## src/rtl/dds_sweep_ctrl_if.sv

```systemverilog
// Config/control and DDS-drive bundle for the sweep sequencer.
// The slave side is the sequencer; the master side is the register block or driver.
interface dds_sweep_ctrl_if #(
   parameter int KW = 32,
   parameter int PW = 11,
   parameter int DW = 16
);
   logic          i_start;
   logic          i_abort;
   logic [KW-1:0] i_cfg_k_start;
   logic [KW-1:0] i_cfg_k_stop;
   logic [KW-1:0] i_cfg_k_step;
   logic [DW-1:0] i_cfg_dwell;
   logic [PW-1:0] i_cfg_phase;
   logic          i_cfg_mode;
   logic [KW-1:0] o_k_out;
   logic [PW-1:0] o_p_out;
   logic          o_k_update;
   logic          o_busy;
   logic          o_done;
   logic          o_cfg_err;

   modport slave (
      input  i_start, i_abort, i_cfg_k_start, i_cfg_k_stop, i_cfg_k_step,
             i_cfg_dwell, i_cfg_phase, i_cfg_mode,
      output o_k_out, o_p_out, o_k_update, o_busy, o_done, o_cfg_err
   );

   modport master (
      output i_start, i_abort, i_cfg_k_start, i_cfg_k_stop, i_cfg_k_step,
             i_cfg_dwell, i_cfg_phase, i_cfg_mode,
      input  o_k_out, o_p_out, o_k_update, o_busy, o_done, o_cfg_err
   );
endinterface

```

## src/rtl/dds_sweep_ctrl.sv

```systemverilog
// Linear frequency-sweep sequencer feeding the K/P inputs of the DDS core.
// Single-shot (up once, done) or triangle (up/down until abort), with a
// per-step dwell of cfg_dwell+1 cycles. All outputs are registered.
module dds_sweep_ctrl #(
   parameter int KW = 32,
   parameter int PW = 11,
   parameter int DW = 16
) (
   input  logic                clk,
   input  logic                rst_n,
   dds_sweep_ctrl_if.slave     bus
);

   typedef enum logic [1:0] {S_IDLE = 2'd0, S_UP = 2'd1, S_DOWN = 2'd2} state_t;

   state_t        r_state, w_state_nx;
   logic [DW-1:0] r_dwell, w_dwell_nx;
   logic [KW-1:0] r_k_start, w_k_start_nx;
   logic [KW-1:0] r_k_stop, w_k_stop_nx;
   logic [KW-1:0] r_k_step, w_k_step_nx;
   logic [DW-1:0] r_dwell_cfg, w_dwell_cfg_nx;
   logic          r_mode, w_mode_nx;
   logic [KW-1:0] r_k_out, w_k_out_nx;
   logic [PW-1:0] r_p_out, w_p_out_nx;
   logic          r_k_update, w_k_update_nx;
   logic          r_busy, w_busy_nx;
   logic          r_done, w_done_nx;
   logic          r_cfg_err, w_cfg_err_nx;

   logic          w_expire;
   logic          w_cfg_ok;
   logic [KW:0]   w_up_sum;
   logic [KW-1:0] w_up_k;
   logic [KW-1:0] w_dn_diff;
   logic [KW-1:0] w_dn_k;

   // Saturating step arithmetic: the up sum carries an extra bit so it can
   // never wrap; the down step compares the headroom above start with the
   // step so it never underflows (k_out is always >= start while sweeping).
   always_comb begin
      w_expire  = (r_dwell == '0);
      w_cfg_ok  = (bus.i_cfg_k_step != '0) && (bus.i_cfg_k_start <= bus.i_cfg_k_stop);
      w_up_sum  = {1'b0, r_k_out} + {1'b0, r_k_step};
      w_up_k    = (w_up_sum > {1'b0, r_k_stop}) ? r_k_stop : w_up_sum[KW-1:0];
      w_dn_diff = r_k_out - r_k_start;
      w_dn_k    = (w_dn_diff <= r_k_step) ? r_k_start : (r_k_out - r_k_step);
   end

   // Next-state and next-output logic; strobes default low every cycle.
   always_comb begin
      w_state_nx     = r_state;
      w_dwell_nx     = r_dwell;
      w_k_start_nx   = r_k_start;
      w_k_stop_nx    = r_k_stop;
      w_k_step_nx    = r_k_step;
      w_dwell_cfg_nx = r_dwell_cfg;
      w_mode_nx      = r_mode;
      w_k_out_nx     = r_k_out;
      w_p_out_nx     = r_p_out;
      w_k_update_nx  = 1'b0;
      w_busy_nx      = r_busy;
      w_done_nx      = 1'b0;
      w_cfg_err_nx   = 1'b0;

      if (bus.i_abort) begin
         w_state_nx = S_IDLE;
         w_busy_nx  = 1'b0;
      end else begin
         unique case (r_state)
            S_IDLE: begin
               if (bus.i_start) begin
                  if (w_cfg_ok) begin
                     w_k_start_nx   = bus.i_cfg_k_start;
                     w_k_stop_nx    = bus.i_cfg_k_stop;
                     w_k_step_nx    = bus.i_cfg_k_step;
                     w_dwell_cfg_nx = bus.i_cfg_dwell;
                     w_mode_nx      = bus.i_cfg_mode;
                     w_k_out_nx     = bus.i_cfg_k_start;
                     w_p_out_nx     = bus.i_cfg_phase;
                     w_dwell_nx     = bus.i_cfg_dwell;
                     w_k_update_nx  = 1'b1;
                     w_busy_nx      = 1'b1;
                     w_state_nx     = S_UP;
                  end else begin
                     w_cfg_err_nx = 1'b1;
                  end
               end
            end
            S_UP: begin
               if (!w_expire) begin
                  w_dwell_nx = r_dwell - 1'b1;
               end else if (r_k_out < r_k_stop) begin
                  w_k_out_nx    = w_up_k;
                  w_k_update_nx = 1'b1;
                  w_dwell_nx    = r_dwell_cfg;
               end else if (!r_mode) begin
                  w_state_nx = S_IDLE;
                  w_busy_nx  = 1'b0;
                  w_done_nx  = 1'b1;
               end else begin
                  w_state_nx    = S_DOWN;
                  w_k_out_nx    = w_dn_k;
                  w_k_update_nx = 1'b1;
                  w_dwell_nx    = r_dwell_cfg;
               end
            end
            S_DOWN: begin
               if (!w_expire) begin
                  w_dwell_nx = r_dwell - 1'b1;
               end else if (r_k_out > r_k_start) begin
                  w_k_out_nx    = w_dn_k;
                  w_k_update_nx = 1'b1;
                  w_dwell_nx    = r_dwell_cfg;
               end else begin
                  w_state_nx    = S_UP;
                  w_k_out_nx    = w_up_k;
                  w_k_update_nx = 1'b1;
                  w_dwell_nx    = r_dwell_cfg;
               end
            end
            default: begin
               w_state_nx = S_IDLE;
               w_busy_nx  = 1'b0;
            end
         endcase
      end
   end

   // State, captured config and registered outputs.
   always_ff @(posedge clk or negedge rst_n) begin
      if (!rst_n) begin
         r_state     <= S_IDLE;
         r_dwell     <= '0;
         r_k_start   <= '0;
         r_k_stop    <= '0;
         r_k_step    <= '0;
         r_dwell_cfg <= '0;
         r_mode      <= 1'b0;
         r_k_out     <= '0;
         r_p_out     <= '0;
         r_k_update  <= 1'b0;
         r_busy      <= 1'b0;
         r_done      <= 1'b0;
         r_cfg_err   <= 1'b0;
      end else begin
         r_state     <= w_state_nx;
         r_dwell     <= w_dwell_nx;
         r_k_start   <= w_k_start_nx;
         r_k_stop    <= w_k_stop_nx;
         r_k_step    <= w_k_step_nx;
         r_dwell_cfg <= w_dwell_cfg_nx;
         r_mode      <= w_mode_nx;
         r_k_out     <= w_k_out_nx;
         r_p_out     <= w_p_out_nx;
         r_k_update  <= w_k_update_nx;
         r_busy      <= w_busy_nx;
         r_done      <= w_done_nx;
         r_cfg_err   <= w_cfg_err_nx;
      end
   end

   assign bus.o_k_out    = r_k_out;
   assign bus.o_p_out    = r_p_out;
   assign bus.o_k_update = r_k_update;
   assign bus.o_busy     = r_busy;
   assign bus.o_done     = r_done;
   assign bus.o_cfg_err  = r_cfg_err;

endmodule

```

## src/flat_wrapper.sv

```systemverilog
// flat-port wrapper written by rule: the top's interface ports become plain ports
module dds_sweep_ctrl_flat 
#(
   parameter int KW = 32,
   parameter int PW = 11,
   parameter int DW = 16
)
  (clk, rst_n, bus_i_start, bus_i_abort, bus_i_cfg_k_start, bus_i_cfg_k_stop, bus_i_cfg_k_step, bus_i_cfg_dwell, bus_i_cfg_phase, bus_i_cfg_mode, bus_o_k_out, bus_o_p_out, bus_o_k_update, bus_o_busy, bus_o_done, bus_o_cfg_err);
  dds_sweep_ctrl_if #(.KW(KW), .PW(PW), .DW(DW)) bus_i ();
  input  logic clk;
  input  logic rst_n;
  input wire logic [$bits(bus_i.i_start)-1:0] bus_i_start;
  input wire logic [$bits(bus_i.i_abort)-1:0] bus_i_abort;
  input wire logic [$bits(bus_i.i_cfg_k_start)-1:0] bus_i_cfg_k_start;
  input wire logic [$bits(bus_i.i_cfg_k_stop)-1:0] bus_i_cfg_k_stop;
  input wire logic [$bits(bus_i.i_cfg_k_step)-1:0] bus_i_cfg_k_step;
  input wire logic [$bits(bus_i.i_cfg_dwell)-1:0] bus_i_cfg_dwell;
  input wire logic [$bits(bus_i.i_cfg_phase)-1:0] bus_i_cfg_phase;
  input wire logic [$bits(bus_i.i_cfg_mode)-1:0] bus_i_cfg_mode;
  output wire logic [$bits(bus_i.o_k_out)-1:0] bus_o_k_out;
  output wire logic [$bits(bus_i.o_p_out)-1:0] bus_o_p_out;
  output wire logic [$bits(bus_i.o_k_update)-1:0] bus_o_k_update;
  output wire logic [$bits(bus_i.o_busy)-1:0] bus_o_busy;
  output wire logic [$bits(bus_i.o_done)-1:0] bus_o_done;
  output wire logic [$bits(bus_i.o_cfg_err)-1:0] bus_o_cfg_err;
  assign bus_i.i_start = bus_i_start;
  assign bus_i.i_abort = bus_i_abort;
  assign bus_i.i_cfg_k_start = bus_i_cfg_k_start;
  assign bus_i.i_cfg_k_stop = bus_i_cfg_k_stop;
  assign bus_i.i_cfg_k_step = bus_i_cfg_k_step;
  assign bus_i.i_cfg_dwell = bus_i_cfg_dwell;
  assign bus_i.i_cfg_phase = bus_i_cfg_phase;
  assign bus_i.i_cfg_mode = bus_i_cfg_mode;
  assign bus_o_k_out = bus_i.o_k_out;
  assign bus_o_p_out = bus_i.o_p_out;
  assign bus_o_k_update = bus_i.o_k_update;
  assign bus_o_busy = bus_i.o_busy;
  assign bus_o_done = bus_i.o_done;
  assign bus_o_cfg_err = bus_i.o_cfg_err;
  dds_sweep_ctrl #(.KW(KW), .PW(PW), .DW(DW)) u_core (.clk(clk), .rst_n(rst_n), .bus(bus_i));
endmodule
```

## config.mk

```make
export PLATFORM = sky130hd
export DESIGN_NAME = dds_sweep_ctrl_flat
export DESIGN_NICKNAME = d
export VERILOG_FILES = /design/src/rtl/dds_sweep_ctrl_if.sv /design/src/rtl/dds_sweep_ctrl.sv /design/src/flat_wrapper.sv
export SDC_FILE = /design/constraint.sdc
export NUM_CORES = 1
export LEC_CHECK = 0
export BUFFER_PORTS_ARGS = -buffer_cell sky130_fd_sc_hd__buf_2
export CAP_MARGIN = 20
export CORE_MARGIN = 5
export CORE_UTILIZATION = 40
export DETAILED_ROUTE_END_ITERATION = 6
export GPL_ROUTABILITY_DRIVEN = 0
export PLACE_DENSITY = 0.7
export SETUP_SLACK_MARGIN = 0.02
export SLEW_MARGIN = 40
export SYNTH_ARGS = -nofsm -noshare
export SYNTH_HDL_FRONTEND = slang
export SYNTH_SLANG_ARGS = --single-unit
```

## constraint.sdc

```tcl
create_clock -name clk -period 13.7 [get_ports clk]
set_input_delay 1.37 -clock clk [delete_from_list [all_inputs] [get_ports clk]]
set_output_delay 1.37 -clock clk [all_outputs]
set_load 0.02 [all_outputs]
```

Word-level counts from Yosys, hierarchy flattened
Cells that the tools add are included.
- word-level logic and storage cells: 99
- output and inout port bits: 47
- flip-flop bits (word level): 178
- input bits: 128
- bitwise operators: 1
- $lt $le $gt $ge: 5
- equality and inequality tests: 16
- reductions and logical operators: 10
- add/sub/neg operators: 4
- mux-type cells: 50
- operators by type and width (cell ; number):
    $mux 32 ; 9
    $mux 16 ; 6
    $pmux 32 s3 ; 1
    $le 32x32->1 ; 2
    $sub 32x32->32 ; 2
    $pmux 16 s3 ; 1
    $add 32x32->33 ; 1
    $gt 33x32->1 ; 1
    $gt 32x32->1 ; 1
    $lt 32x32->1 ; 1
    $reduce_bool 32->1 ; 1
    $mux 1 ; 22
    $logic_not 16->1 ; 1
    $mux 2 ; 8
    $sub 16x1->16 const B ; 1
    $ne 3x3->1 const B ; 4
    $reduce_and 6->1 ; 2
    $ne 3x2->1 const B ; 3
    $reduce_and 7->1 ; 1
    $ne 2x1->1 const B ; 3
    $pmux 1 s3 ; 2
    $pmux 2 s3 ; 1
    $reduce_and 5->1 ; 1
    $ne 2x2->1 const B ; 2
    9 further kinds ; 9

Depth between registers and ports, before layout
- word-level depth: 7
- mapped depth: 26
- mapped depth without buffers: 24

Worst setup path before layout
No wires, ideal clock.
- path kind: register -> register
- from: register u_core.r_k_out[1] (netlist: u_core.bus.o_k_out[1])
- to: register u_core.r_k_out[0] (netlist: u_core.bus.o_k_out[0])
- required time: 13579 ps
- arrival time: 5267 ps
- period minus slack after synthesis: 5388 ps
- stages on the path, launching flop included: 25
- setup slack: 8312 ps
- library setup time: 121 ps
- path through: dfrtp_1 inv_1 fa_1 nand2b_1 a21oi_1 o211ai_1 a211oi_1 o41ai_1 o41a_1 nand3_1 a31o_2 a21oi_1 xnor2_1 ha_1 nand4_1 nor4_1 nand2_1 or3_1 o31ai_1 buf_2 clkbuf_1 nor2_1 a21oi_1 o221ai_1 a22o_1
- longest elaborated chain between the ends: 7
- elaborated cells between the ends (all ways): 16
- those cells by class: 2 x add/sub; 4 x order compare; 1 x eq/ne; 8 x mux; 1 x reduce/logical
- ends and longest elaborated chain (element ; line ; RTL):
    start: declaration ; dds_sweep_ctrl.sv:23 ; logic [KW-1:0] r_k_out, w_k_out_nx;
    start signal: assignment ; dds_sweep_ctrl.sv:153 ; r_k_out <= w_k_out_nx;
    $sub 32x32->32 ; dds_sweep_ctrl.sv:45 ; w_dn_diff = r_k_out - r_k_start;
    $le 32x32->1 ; dds_sweep_ctrl.sv:46 ; w_dn_k = (w_dn_diff <= r_k_step) ? r_k_start : (r_k_out - r_k_step);
    $mux 32 ; dds_sweep_ctrl.sv:46 ;
    $mux 32 ; dds_sweep_ctrl.sv:96 ; end else if (!r_mode) begin
    $mux 32 ; dds_sweep_ctrl.sv:92 ; end else if (r_k_out < r_k_stop) begin
    $mux 32 ; dds_sweep_ctrl.sv:90 ; if (!w_expire) begin
    $pmux 32 s3 ; dds_sweep_ctrl.sv:69 ; unique case (r_state)
Several ways; a longest one is shown, not always the timed one. The select of a mux whose other input is x is not followed.
A chain may end at the register's enable or synchronous reset.

Final worst setup path
- from: register u_core.r_k_out[2] (netlist: u_core.bus.o_k_out[2])
- to: register u_core.r_k_out[19] (netlist: u_core.bus.o_k_out[19])
The elaborated chain is that of the path after synthesis.

==> flow_summary.toml <==
[drt]
vias = 16100
drc = 0
routed_via_density = 6.04
routed_wirelength_mm = 57.9
drt_iter0_markers = 1604
wl_per_cell_um = 21.7
drtAntennaViolNets = 0
first_pass_iters = 7

[floorplan]
core_um2 = 41000
rows = 74
io_pins = 175
fp.dieH_um = 214
start_util = 0.406
die_w_um = 214
dieArea_um2 = 45800

[logic_synthesis]
synth_most_common_cell = "ha_1"
ys_warn_count = 0
synth-seq-cells = 178
syn-instance-count = 2006
ys_seq_area_frac = 0.268
synthTopCellsByArea = "dfrtp_1 27%, ha_1 17%, o21ai_0 4.7%, nand2_1 4.6%, a21oi_1 4.3%"
synthArstFlopShare = 1.00
yosysUniqueCellTypes = 91
synth_top_area_share = 0.268
synth_edf_count = 0
synth_fp_nets = 2365
yosysTopAreaCell = "dfrtp_1"
netlist_area_um2 = 16600
synth_common_cells = "228 x ha_1, 202 x nand2_1, 184 x inv_1"
yosys_most_used_dff = "dfrtp_1"
postSynthAreaPerCell_um2 = 8.30

[layout]
nFillCells = 4024
nNetsFinal = 2481
regArea_um2 = 4450
instances_no_fill = 2671
multiInputGateArea_um2 = 11100
drive_gt1_frac = 0.136
syn_to_final_growth_pct = 11.3

[clock_tree]
hold_buffers = 0
cts_buffers = 17
clk_latency_ns = 0.48
cts_tree = "done"
cts_sinks = 178
post_cts_buffers = 0
htree_num_levels = 4
clk_pin_slew_ns = 0.09
clockRootBuffer = "clkbuf_16"
cts_resized = 0
clock_path_buffers = 2

[worst_setup_path]
path_max_fanout = 36
rr_worst_depth = 22
worstPathRequired_ns = 14.02
cp-start-kind = "register"
criticalPathCategory = "register to register"
endpoint_kind = "register"
arrival_ns = 7.56

[hold_path]
holdCritPathClass = "register to register"
holdPathStages = 1

[global_routing]
overflow = 0
grt_max_degree = 190
antenna_found_initial = 11
grt_pass1_vias = 16000
grt_pass1_wl_mm = 90.1
grtUsageTotal = 0.244

[timing]
finalSetupTns_ns = 0
rsz0062_at_grt = "no"
final-setup-viol-count = 0
slew_viol_final = 0
hold_viol_final = 0
max_freq_ghz = 0.138
min_period_ns = 7.24
period_share = 0.529
skew_ns = 0.0193
relSlewSlack = 0.425
worst_slack_ns = 6.46
tightest_slew_ns = 0.863

[place]
numPlacedInstances = 2635
detailed_place_hpwl_mm = 44.7
place_ws_ns = 6.67
portBuffers = 174

[outcome]
status = "finished, final reports clean"

[job]
cap_violations = 0
## worst max-delay path: stages, from the launching register on
cell      delay, ns
dfrtp_1        0.47
ha_1           0.28
or2_2          0.30
o211ai_1       0.27
a31oi_1        0.25
a31oi_2        0.51
or3_1          0.22
a21oi_1        0.14
o2111a_1       0.30
or4_1          0.50
and2_1         0.20
ha_1           0.32
nand3_1        0.18
nor4_1         0.75
nand4_1        0.33
nor2_1         0.27
and4_1         0.23
a21oi_2        0.06
a21oi_4        0.12
buf_4          0.58
mux2_1         0.43
a222oi_1       0.24
a221oi_1       0.12
## per-stage QoR
step / cell area (um2) / util / hold slack (ns)
after floorplan: 16600 / - / 0.470
after global placement: 17900 / 0.436 / 0.487
after detailed placement: 17900 / 0.436 / 0.492
after CTS: 18500 / 0.451 / 0.509
after global routing: 18500 / 0.452 / 0.531
final: 18500 / 0.452 / 0.506
## routing by layer
metal | wire [um] | GRT usage
met5 | 81 | 0
met4 | 2790 | 0.101
met3 | 5540 | 0.0593
met2 | 25700 | 0.388
met1 | 23800 | 0.321
## sequential cells by signal, summed over array words and instances, names as in the netlist
| name | flops |
|---|---|
| u_core.bus.o_k_out | 32 |
| u_core.bus.o_busy | 1 |
| u_core.bus.o_p_out | 11 |
| u_core.r_k_step | 32 |
| u_core.r_dwell | 16 |
| u_core.bus.o_cfg_err | 1 |
| u_core.bus.o_done | 1 |
| u_core.r_k_start | 32 |
| u_core.r_state | 2 |
| u_core.r_dwell_cfg | 16 |
| u_core.r_mode | 1 |
| u_core.r_k_stop | 32 |
| u_core.bus.o_k_update | 1 |
## cells in the final DEF, fill, tap and decap left out, types with 9 or more instances in the layout
| cell type | netlist | layout |
|---|---|---|
| o31ai_1 | 17 | 16 |
| inv_1 | 184 | 184 |
| and2_1 | 8 | 9 |
| nor4_1 | 23 | 22 |
| buf_2 | 24 | 173 |
| a22o_1 | 20 | 20 |
| nand4_1 | 30 | 30 |
| o21a_1 | 15 | 15 |
| mux2i_1 | 42 | 42 |
| a31oi_1 | 13 | 13 |
| o21ai_1 | 14 | 14 |
| ha_1 | 228 | 227 |
| nor2b_1 | 16 | 16 |
| mux2_2 | 31 | 31 |
| clkbuf_16 | 0 | 17 |
| xor2_1 | 26 | 26 |
| a21o_1 | 44 | 44 |
| a221oi_1 | 15 | 15 |
| a211oi_1 | 10 | 10 |
| a21oi_1 | 142 | 142 |
| o221ai_1 | 23 | 23 |
| dfrtp_1 | 178 | 178 |
| nand2_1 | 202 | 202 |
| o211ai_1 | 19 | 19 |
| nor2_1 | 167 | 167 |
| xnor2_1 | 65 | 65 |
| o21ai_0 | 158 | 158 |
| o21bai_1 | 14 | 14 |
| nor3_1 | 31 | 31 |
| nand3_1 | 17 | 17 |
| nand2b_1 | 27 | 27 |
## final timing paths
kind                                              startpoint                            endpoint  slack [ns]
min reg2reg                u_core.bus.o_p_out[3]$_DFFE_PN0P_   u_core.bus.o_p_out[3]$_DFFE_PN0P_        0.51
max reg2reg                u_core.bus.o_k_out[2]$_DFFE_PN0P_  u_core.bus.o_k_out[19]$_DFFE_PN0P_        6.46
max in group asynchronous                              rst_n      u_core.r_k_step[2]$_DFFE_PN0P_       11.55
min in group asynchronous                              rst_n   u_core.r_dwell_cfg[6]$_DFFE_PN0P_        0.91
max                        u_core.bus.o_k_out[2]$_DFFE_PN0P_  u_core.bus.o_k_out[19]$_DFFE_PN0P_        6.46
min                        u_core.bus.o_p_out[3]$_DFFE_PN0P_   u_core.bus.o_p_out[3]$_DFFE_PN0P_        0.51
## cell families (layout without fill, tap and decap cells)
logic type	after synthesis	count (layout)	share of synthesized area
compound gates	589	589	0.234
buf+inv	272	400	0.0672
fa+ha+maj	231	231	0.175
simple gates	568	568	0.159
mux	77	77	0.0494
flops	178	178	0.268
xor+xnor	91	91	0.0479
other cells	0	5	0
## final cells by class
cell class | instances | share of cell area
multi-input combinational | 1556 | 0.600
sequential | 178 | 0.240
timing repair buffer | 185 | 0.0529
inverter | 184 | 0.0373
tap | 532 | 0.0359
clock buffer | 18 | 0.0237
clock inverter | 13 | 0.00891
antenna | 5 | 0.000675
Power is not shown: default switching activity piles up to over one toggle a cycle in this logic, so the estimate is an artifact.
